<file path="config.mk">
export PLATFORM = sky130hd
export DESIGN_NAME = spi_slave_responder_flat
export DESIGN_NICKNAME = d
export VERILOG_FILES = /design/src/rtl/spi_slave_responder_if.sv /design/src/rtl/spi_slave_responder.sv /design/src/flat_wrapper.sv
export SDC_FILE = /design/constraint.sdc
export NUM_CORES = 1
export LEC_CHECK = 0
export CORE_MARGIN = 2
export CORE_UTILIZATION = 50
export CTS_BUF_LIST = sky130_fd_sc_hd__clkbuf_4 sky130_fd_sc_hd__clkbuf_8
export CTS_CLUSTER_SIZE = 40
export DETAILED_ROUTE_END_ITERATION = 8
export GPL_ROUTABILITY_DRIVEN = 0
export GPL_TIMING_DRIVEN = 0
export HOLD_SLACK_MARGIN = 0.05
export PLACE_DENSITY = 0.74
export SETUP_SLACK_MARGIN = 0.4
export SLEW_MARGIN = 30
export SYNTH_ARGS = -nofsm -noshare
export SYNTH_HDL_FRONTEND = slang
export SYNTH_SLANG_ARGS = --single-unit
</file>
<file path="constraint.sdc">
create_clock -name sys_clk -period 2.94 [get_ports sys_clk]
set_input_delay 0.441 -clock sys_clk [delete_from_list [all_inputs] [get_ports sys_clk]]
set_output_delay 0.441 -clock sys_clk [all_outputs]
set_load 0.03 [all_outputs]
</file>
<file path="src/rtl/spi_slave_responder_if.sv">
// spi_slave_responder_if: local-side TX/RX word exchange bundle for the SPI responder
interface spi_slave_responder_if #(parameter int DATA_W = 8);
  logic [DATA_W-1:0] tx_data_i;
  logic              tx_valid_i;
  logic              tx_ready_o;
  logic [DATA_W-1:0] rx_data_o;
  logic              rx_valid_o;
  logic              tx_underrun_o;
  logic              busy_o;
  modport slave (
    input  tx_data_i, tx_valid_i,
    output tx_ready_o, rx_data_o, rx_valid_o, tx_underrun_o, busy_o
  );
  modport master (
    output tx_data_i, tx_valid_i,
    input  tx_ready_o, rx_data_o, rx_valid_o, tx_underrun_o, busy_o
  );
endinterface

</file>
<file path="src/rtl/spi_slave_responder.sv">
// spi_slave_responder: mode-0 SPI responder, oversampled inputs, valid/ready TX and pulsed RX
module spi_slave_responder #(
  parameter int                DATA_W      = 8,
  parameter int                SYNC_STAGES = 2,
  parameter logic [DATA_W-1:0] TX_IDLE     = '0
) (
  input  logic sys_clk,
  input  logic sys_rst,
  input  logic spi_clk_i,
  input  logic spi_mosi_i,
  input  logic spi_cs_i,
  output logic spi_miso_o,
  spi_slave_responder_if.slave bus
);
  localparam int CW = $clog2(DATA_W);
  typedef enum logic [1:0] {WAIT_IDLE, IDLE, ACTIVE} state_t;
  state_t state;
  logic [SYNC_STAGES-1:0] sclk_s, mosi_s, cs_s;
  logic sclk_d, sclk_q, mosi_q, cs_q;
  logic rise, fall, accept, load, last, reload;
  logic [DATA_W-1:0] hold_data, tx_sr, load_word, rx_next;
  logic [DATA_W-2:0] rx_sr;
  logic [CW-1:0] bit_cnt;
  assign sclk_q = sclk_s[SYNC_STAGES-1];
  assign mosi_q = mosi_s[SYNC_STAGES-1];
  assign cs_q = cs_s[SYNC_STAGES-1];
  assign spi_miso_o = bus.busy_o & tx_sr[DATA_W-1];
  // CS resets to "selected" so a frame already running at reset release is skipped
  always_ff @(posedge sys_clk)
    if (sys_rst) begin
      sclk_s <= '0;
      mosi_s <= '0;
      cs_s <= '0;
      sclk_d <= 1'b0;
    end else begin
      sclk_s <= {sclk_s[SYNC_STAGES-2:0], spi_clk_i};
      mosi_s <= {mosi_s[SYNC_STAGES-2:0], spi_mosi_i};
      cs_s <= {cs_s[SYNC_STAGES-2:0], spi_cs_i};
      sclk_d <= sclk_q;
    end
  always_comb begin
    rise = sclk_q & ~sclk_d;
    fall = ~sclk_q & sclk_d;
    accept = bus.tx_valid_i & bus.tx_ready_o;
    load = ~cs_q & ((state == IDLE) | ((state == ACTIVE) & fall & reload));
    load_word = bus.tx_ready_o ? TX_IDLE : hold_data;
    rx_next = {rx_sr, mosi_q};
    last = bit_cnt == CW'(DATA_W - 1);
  end
  always_ff @(posedge sys_clk)
    if (sys_rst) begin
      state <= WAIT_IDLE;
      bus.tx_ready_o <= 1'b1;
      bus.rx_data_o <= '0;
      bus.rx_valid_o <= 1'b0;
      bus.tx_underrun_o <= 1'b0;
      bus.busy_o <= 1'b0;
      hold_data <= '0;
      tx_sr <= '0;
      rx_sr <= '0;
      bit_cnt <= '0;
      reload <= 1'b0;
    end else begin
      bus.rx_valid_o <= 1'b0;
      bus.tx_underrun_o <= load & bus.tx_ready_o;
      if (accept) hold_data <= bus.tx_data_i;
      // a write into an empty holding reg wins over a same-cycle load from it
      bus.tx_ready_o <= accept ? 1'b0 : (load | bus.tx_ready_o);
      if (load) tx_sr <= load_word;
      case (state)
        WAIT_IDLE: if (cs_q) state <= IDLE;
        IDLE: if (!cs_q) begin
          state <= ACTIVE;
          bus.busy_o <= 1'b1;
          bit_cnt <= '0;
          reload <= 1'b0;
        end
        ACTIVE: if (cs_q) begin
          state <= IDLE;
          bus.busy_o <= 1'b0;
          bit_cnt <= '0;
          reload <= 1'b0;
        end else if (rise) begin
          rx_sr <= rx_next[DATA_W-2:0];
          bit_cnt <= last ? '0 : bit_cnt + 1'b1;
          if (last) begin
            bus.rx_data_o <= rx_next;
            bus.rx_valid_o <= 1'b1;
            reload <= 1'b1;
          end
        end else if (fall) begin
          if (reload) reload <= 1'b0;
          else tx_sr <= tx_sr << 1;
        end
        default: state <= WAIT_IDLE;
      endcase
    end
endmodule
</file>
<file path="src/flat_wrapper.sv">
// flat-port wrapper written by rule: the top's interface ports become plain ports
module spi_slave_responder_flat 
#(
  parameter int                DATA_W      = 8,
  parameter int                SYNC_STAGES = 2,
  parameter logic [DATA_W-1:0] TX_IDLE     = '0
)
  (sys_clk, sys_rst, spi_clk_i, spi_mosi_i, spi_cs_i, spi_miso_o, bus_tx_data_i, bus_tx_valid_i, bus_tx_ready_o, bus_rx_data_o, bus_rx_valid_o, bus_tx_underrun_o, bus_busy_o);
  spi_slave_responder_if #(.DATA_W(DATA_W)) bus_i ();
  input  logic sys_clk;
  input  logic sys_rst;
  input  logic spi_clk_i;
  input  logic spi_mosi_i;
  input  logic spi_cs_i;
  output logic spi_miso_o;
  input wire logic [$bits(bus_i.tx_data_i)-1:0] bus_tx_data_i;
  input wire logic [$bits(bus_i.tx_valid_i)-1:0] bus_tx_valid_i;
  output wire logic [$bits(bus_i.tx_ready_o)-1:0] bus_tx_ready_o;
  output wire logic [$bits(bus_i.rx_data_o)-1:0] bus_rx_data_o;
  output wire logic [$bits(bus_i.rx_valid_o)-1:0] bus_rx_valid_o;
  output wire logic [$bits(bus_i.tx_underrun_o)-1:0] bus_tx_underrun_o;
  output wire logic [$bits(bus_i.busy_o)-1:0] bus_busy_o;
  assign bus_i.tx_data_i = bus_tx_data_i;
  assign bus_i.tx_valid_i = bus_tx_valid_i;
  assign bus_tx_ready_o = bus_i.tx_ready_o;
  assign bus_rx_data_o = bus_i.rx_data_o;
  assign bus_rx_valid_o = bus_i.rx_valid_o;
  assign bus_tx_underrun_o = bus_i.tx_underrun_o;
  assign bus_busy_o = bus_i.busy_o;
  spi_slave_responder #(.DATA_W(DATA_W), .SYNC_STAGES(SYNC_STAGES), .TX_IDLE(TX_IDLE)) u_core (.sys_clk(sys_clk), .sys_rst(sys_rst), .spi_clk_i(spi_clk_i), .spi_mosi_i(spi_mosi_i), .spi_cs_i(spi_cs_i), .spi_miso_o(spi_miso_o), .bus(bus_i));
endmodule
</file>
==> PnR_summary.wiki <==
{| class="wikitable"
! Metric !! Value
|-
| Detailed Place HPWL || 2630 um
|-
| Worst Skew || 0.00538 ns
|-
| Final net count || 257
|-
| Die area || 4290 um^2
|-
| IO Port Bufs || 24
|-
| Most frequent standard cell in the layout excluding fill and tap cells || sky130_fd_sc_hd__dfxtp_1
|-
| Max Clock Freq || 495 MHz
|-
| Required arrival time at the worst endpoint || 3.12 ns
|-
| Critical path class || reg -> reg
|-
| GRT Resource Usage Total || 20.2%
|-
| Cell at the root of the clock tree || sky130_fd_sc_hd__clkbuf_8
|-
| Total power per unit cell area || 507 nW/um^2
|-
| Final hold viol count || 0
|-
| Proportion of layout cells with a drive suffix above 1 || 6.33%
|-
| Std-Cell Rows || 22
|-
| Startpoint Class || flip-flop
|-
| Initial antenna violation count || 0
|-
| Final design area excluding fillers || 2280 um^2
|-
| Number of fill cells || 353
|-
| Clock latency on the worst-skew pair || 0.30 ns
|-
| Total of flip-flops plus latches after synthesis || 48
|-
| Register clock-pin slew on the reported worst setup and hold paths || 0.08 ns
|-
| DP Area || 2190 um^2
|-
| Setup-violating endpoint count in the final report || 0
|-
| Average vias per placed instance || 5.31
|-
| Ys flop type || sky130_fd_sc_hd__dfxtp_1
|-
| Routed WL || 3800 um
|-
| Net switching component of the power || 0.267 mW
|-
| Setup tns final || 0 ns
|-
| Critical Path Slowest Stage Cell || sky130_fd_sc_hd__dfxtp_1
|-
| Worst hold path class || reg -> reg
|-
| Post-Syn Instances || 205
|-
| Worst vdd rail ir drop || 0.317 mV
|-
| Routed length per instance || 13.3 um
|-
| Post-place setup slack || 0.983 ns
|-
| Total design power || 1.16 mW
|-
| Total congestion overflow after global routing || 0
|-
| Worst max-slew margin expressed relative to the limit || 60.0%
|-
| Max-capacitance violation count || 0
|-
| Number of DRC markers in iteration 0 || 64
|-
| Peak per-stage delay on the critical path || 0.37 ns
|-
| Highest-count cells in the layout ignoring fill and taps || sky130_fd_sc_hd__dfxtp_1, sky130_fd_sc_hd__clkdlybuf4s50_1, sky130_fd_sc_hd__nor2_1
|-
| WP data arrival || 2.20 ns
|-
| Vias in the first global route || 1422
|-
| CTS tree || done
|-
| Post CTS Setup Buffer Count || 0
|-
| Final period util || 68.8%
|-
| Number of warnings printed during yosys synthesis || 0
|-
| Ant. Diodes || 0
|-
| Worst reg-to-reg setup slack || 0.92 ns
|-
| Setup repair after global routing missed its margin || false
|-
| Leakage power of the design || 0.841 nW
|-
| Cell occurring most often along the worst timing path || sky130_fd_sc_hd__buf_2
|-
| Wire length of the first global-routing pass || 6510 um
|-
| Cell internal pwr || 0.890 mW
|-
| Residual antenna-violating net count after detailed routing || 0
|-
| Status || completed
|-
| Part of the total power dissipated in combinational logic || 7.1%
|-
| Shortest clock period the worst path allows after layout || 2.02 ns
|-
| Layout area overhead || 20.8%
|-
| Mean post-synth cell area || 9.22 um^2
|-
| Synthesized area || 1890 um^2
|-
| Number of enable-type register cells in the synthesized netlist || 0
|-
| CP Cell Sequence || inv_1, ha_1, nor4bb_1, buf_2, buf_2, mux2i_1, nor2_1
|-
| Biggest fanout along the worst timing path || 10
|-
| Slew at the pin closest to its max-slew limit || 0.597 ns
|-
| Vias after detailed routing || 1512
|-
| Net count of the mapped netlist || 226
|-
| Part of the total power dissipated in sequential elements || 58.3%
|-
| Starting Density || 52.0%
|-
| Max Transition Viols Final || 0
|-
| Proportion of register bits with asynchronous set or reset after synthesis || 0%
|-
| # DRC || 0
|-
| Number of different library cells in the post-synthesis netlist || 33
|-
| Count of pins on the block boundary || 27
|-
| Crit. End Element || flip-flop
|-
| Post_cts resized || 0
|-
| Sequential cell area fraction in the yosys report || 50.9%
|-
| Hold WS || 0.440 ns
|-
| First-pass DRT Iterations || 4
|-
| Number of levels the H-tree was split into || 2
|-
| Area of the core || 3630 um^2
|-
| Number of buffers on the longest clock path || 2
|-
| Final worst slack || 0.918 ns
|-
| Sw Ratio || 23.1%
|-
| Largest net degree at the start of global routing || 15
|-
| Share of power burned in the clock network || 34.6%
|-
| Number of clock buffers inserted by TritonCTS || 5
|-
| Vert. Die Dim || 65.5 um
|-
| Hold Buf Count CTS || 0
|-
| DIE WIDTH || 65.5 um
|-
| Total number of clock tree sinks || 48
|}
[final timing paths]
path,startpoint,to,depth (start not counted)
worst max-delay path,u_core.state[0],u_core.rx_sr[5],7
worst min-delay path,u_core.cs_s[0],u_core.cs_s[1],1
worst max register to register,u_core.state[0],u_core.rx_sr[5],7
worst min register to register,u_core.cs_s[0],u_core.cs_s[1],1
[cells in the mapped netlist, drive strengths merged, types with 2 or more instances]
| cell | number | area [um^2] |
|---|---|---|
| a211oi | 3 | 32.5 |
| nand3 | 17 | 85.1 |
| nor2 | 21 | 78.8 |
| dfxtp | 48 | 961 |
| mux2i | 9 | 90.1 |
| a21oi | 19 | 95.1 |
| inv | 5 | 18.8 |
| a221oi | 7 | 61.3 |
| ha | 7 | 87.6 |
| nor2b | 8 | 50.1 |
| clkbuf | 8 | 30.0 |
| buf | 4 | 25.0 |
| nand2b | 2 | 12.5 |
| a22oi | 2 | 15.0 |
| nand2 | 20 | 75.1 |
| nor3 | 9 | 50.1 |
| o21ai | 4 | 20.0 |
[state kept, by name (all words and copies together) (netlist names), 2 cells and up]
| name | cells |
|---|---|
| u_core.tx_sr | 8 |
| u_core.state | 2 |
| u_core.bit_cnt | 3 |
| u_core.cs_s | 2 |
| u_core.sclk_s | 2 |
| u_core.bus.rx_data_o | 8 |
| u_core.rx_sr | 7 |
| u_core.mosi_s | 2 |
| u_core.hold_data | 8 |
[per-layer routing]
layer | routed length [um] | vias to the layer above | track usage [%]
met2 | 1840 | 21 | 33.7
met3 | 143 | 5 | 5.31
li1 | - | 778 | -
met5 | 0 | - | 0
met4 | 75 | 0 | 9.38
met1 | 1740 | 708 | 24.1
[cell type report]
type	instances	area, um^2	area share [%]
Sequential cell	48	961	42.1
Multi-Input combinational cell	140	855	37.4
Timing Repair Buffer	24	240	10.5
Buffer	12	55.1	2.41
Tap cell	48	60.1	2.63
Clock buffer	7	83.8	3.67
Clock inverter	1	8.76	0.384
Inverter	5	18.8	0.822
[kinds of logic after synthesis]
group           count (synthesis)  synth area share (%)
mux                             9                  4.77
buf+inv                        17                  3.91
fa+ha+maj                       7                  4.64
compound gates                 39                  13.6
flops                          48                  50.9
simple gates                   85                  22.2
[stage by stage]
stage               utilization (%)  std cells
floorplan                         -        205
global placement               60.3        277
detailed placement             60.3        277
CTS                            62.8        285
global route                   62.8        285
finish                         62.8        285
[critical path, delay by kind of cell (launching register included)]
kind	cells	cell delay, ns
buf+inv	3	0.64
simple gates	2	0.34
mux	1	0.25
flops	1	0.37
fa+ha+maj	1	0.31
[power by group through the flow]
| stage | Combinational [mW] | Clock (mW) | Sequential (mW) |
|---|---|---|---|
| final | 0.0824 | 0.400 | 0.674 |
| after detailed placement | 0.0825 | 0 | 0.690 |
| after CTS | 0.0829 | 0.411 | 0.674 |
| after global routing | 0.0917 | 0.436 | 0.676 |
| after global placement | 0.0816 | 0 | 0.689 |
| after floorplan | 0.0461 | 0 | 0.692 |
Power figures use the tool's default switching activity.
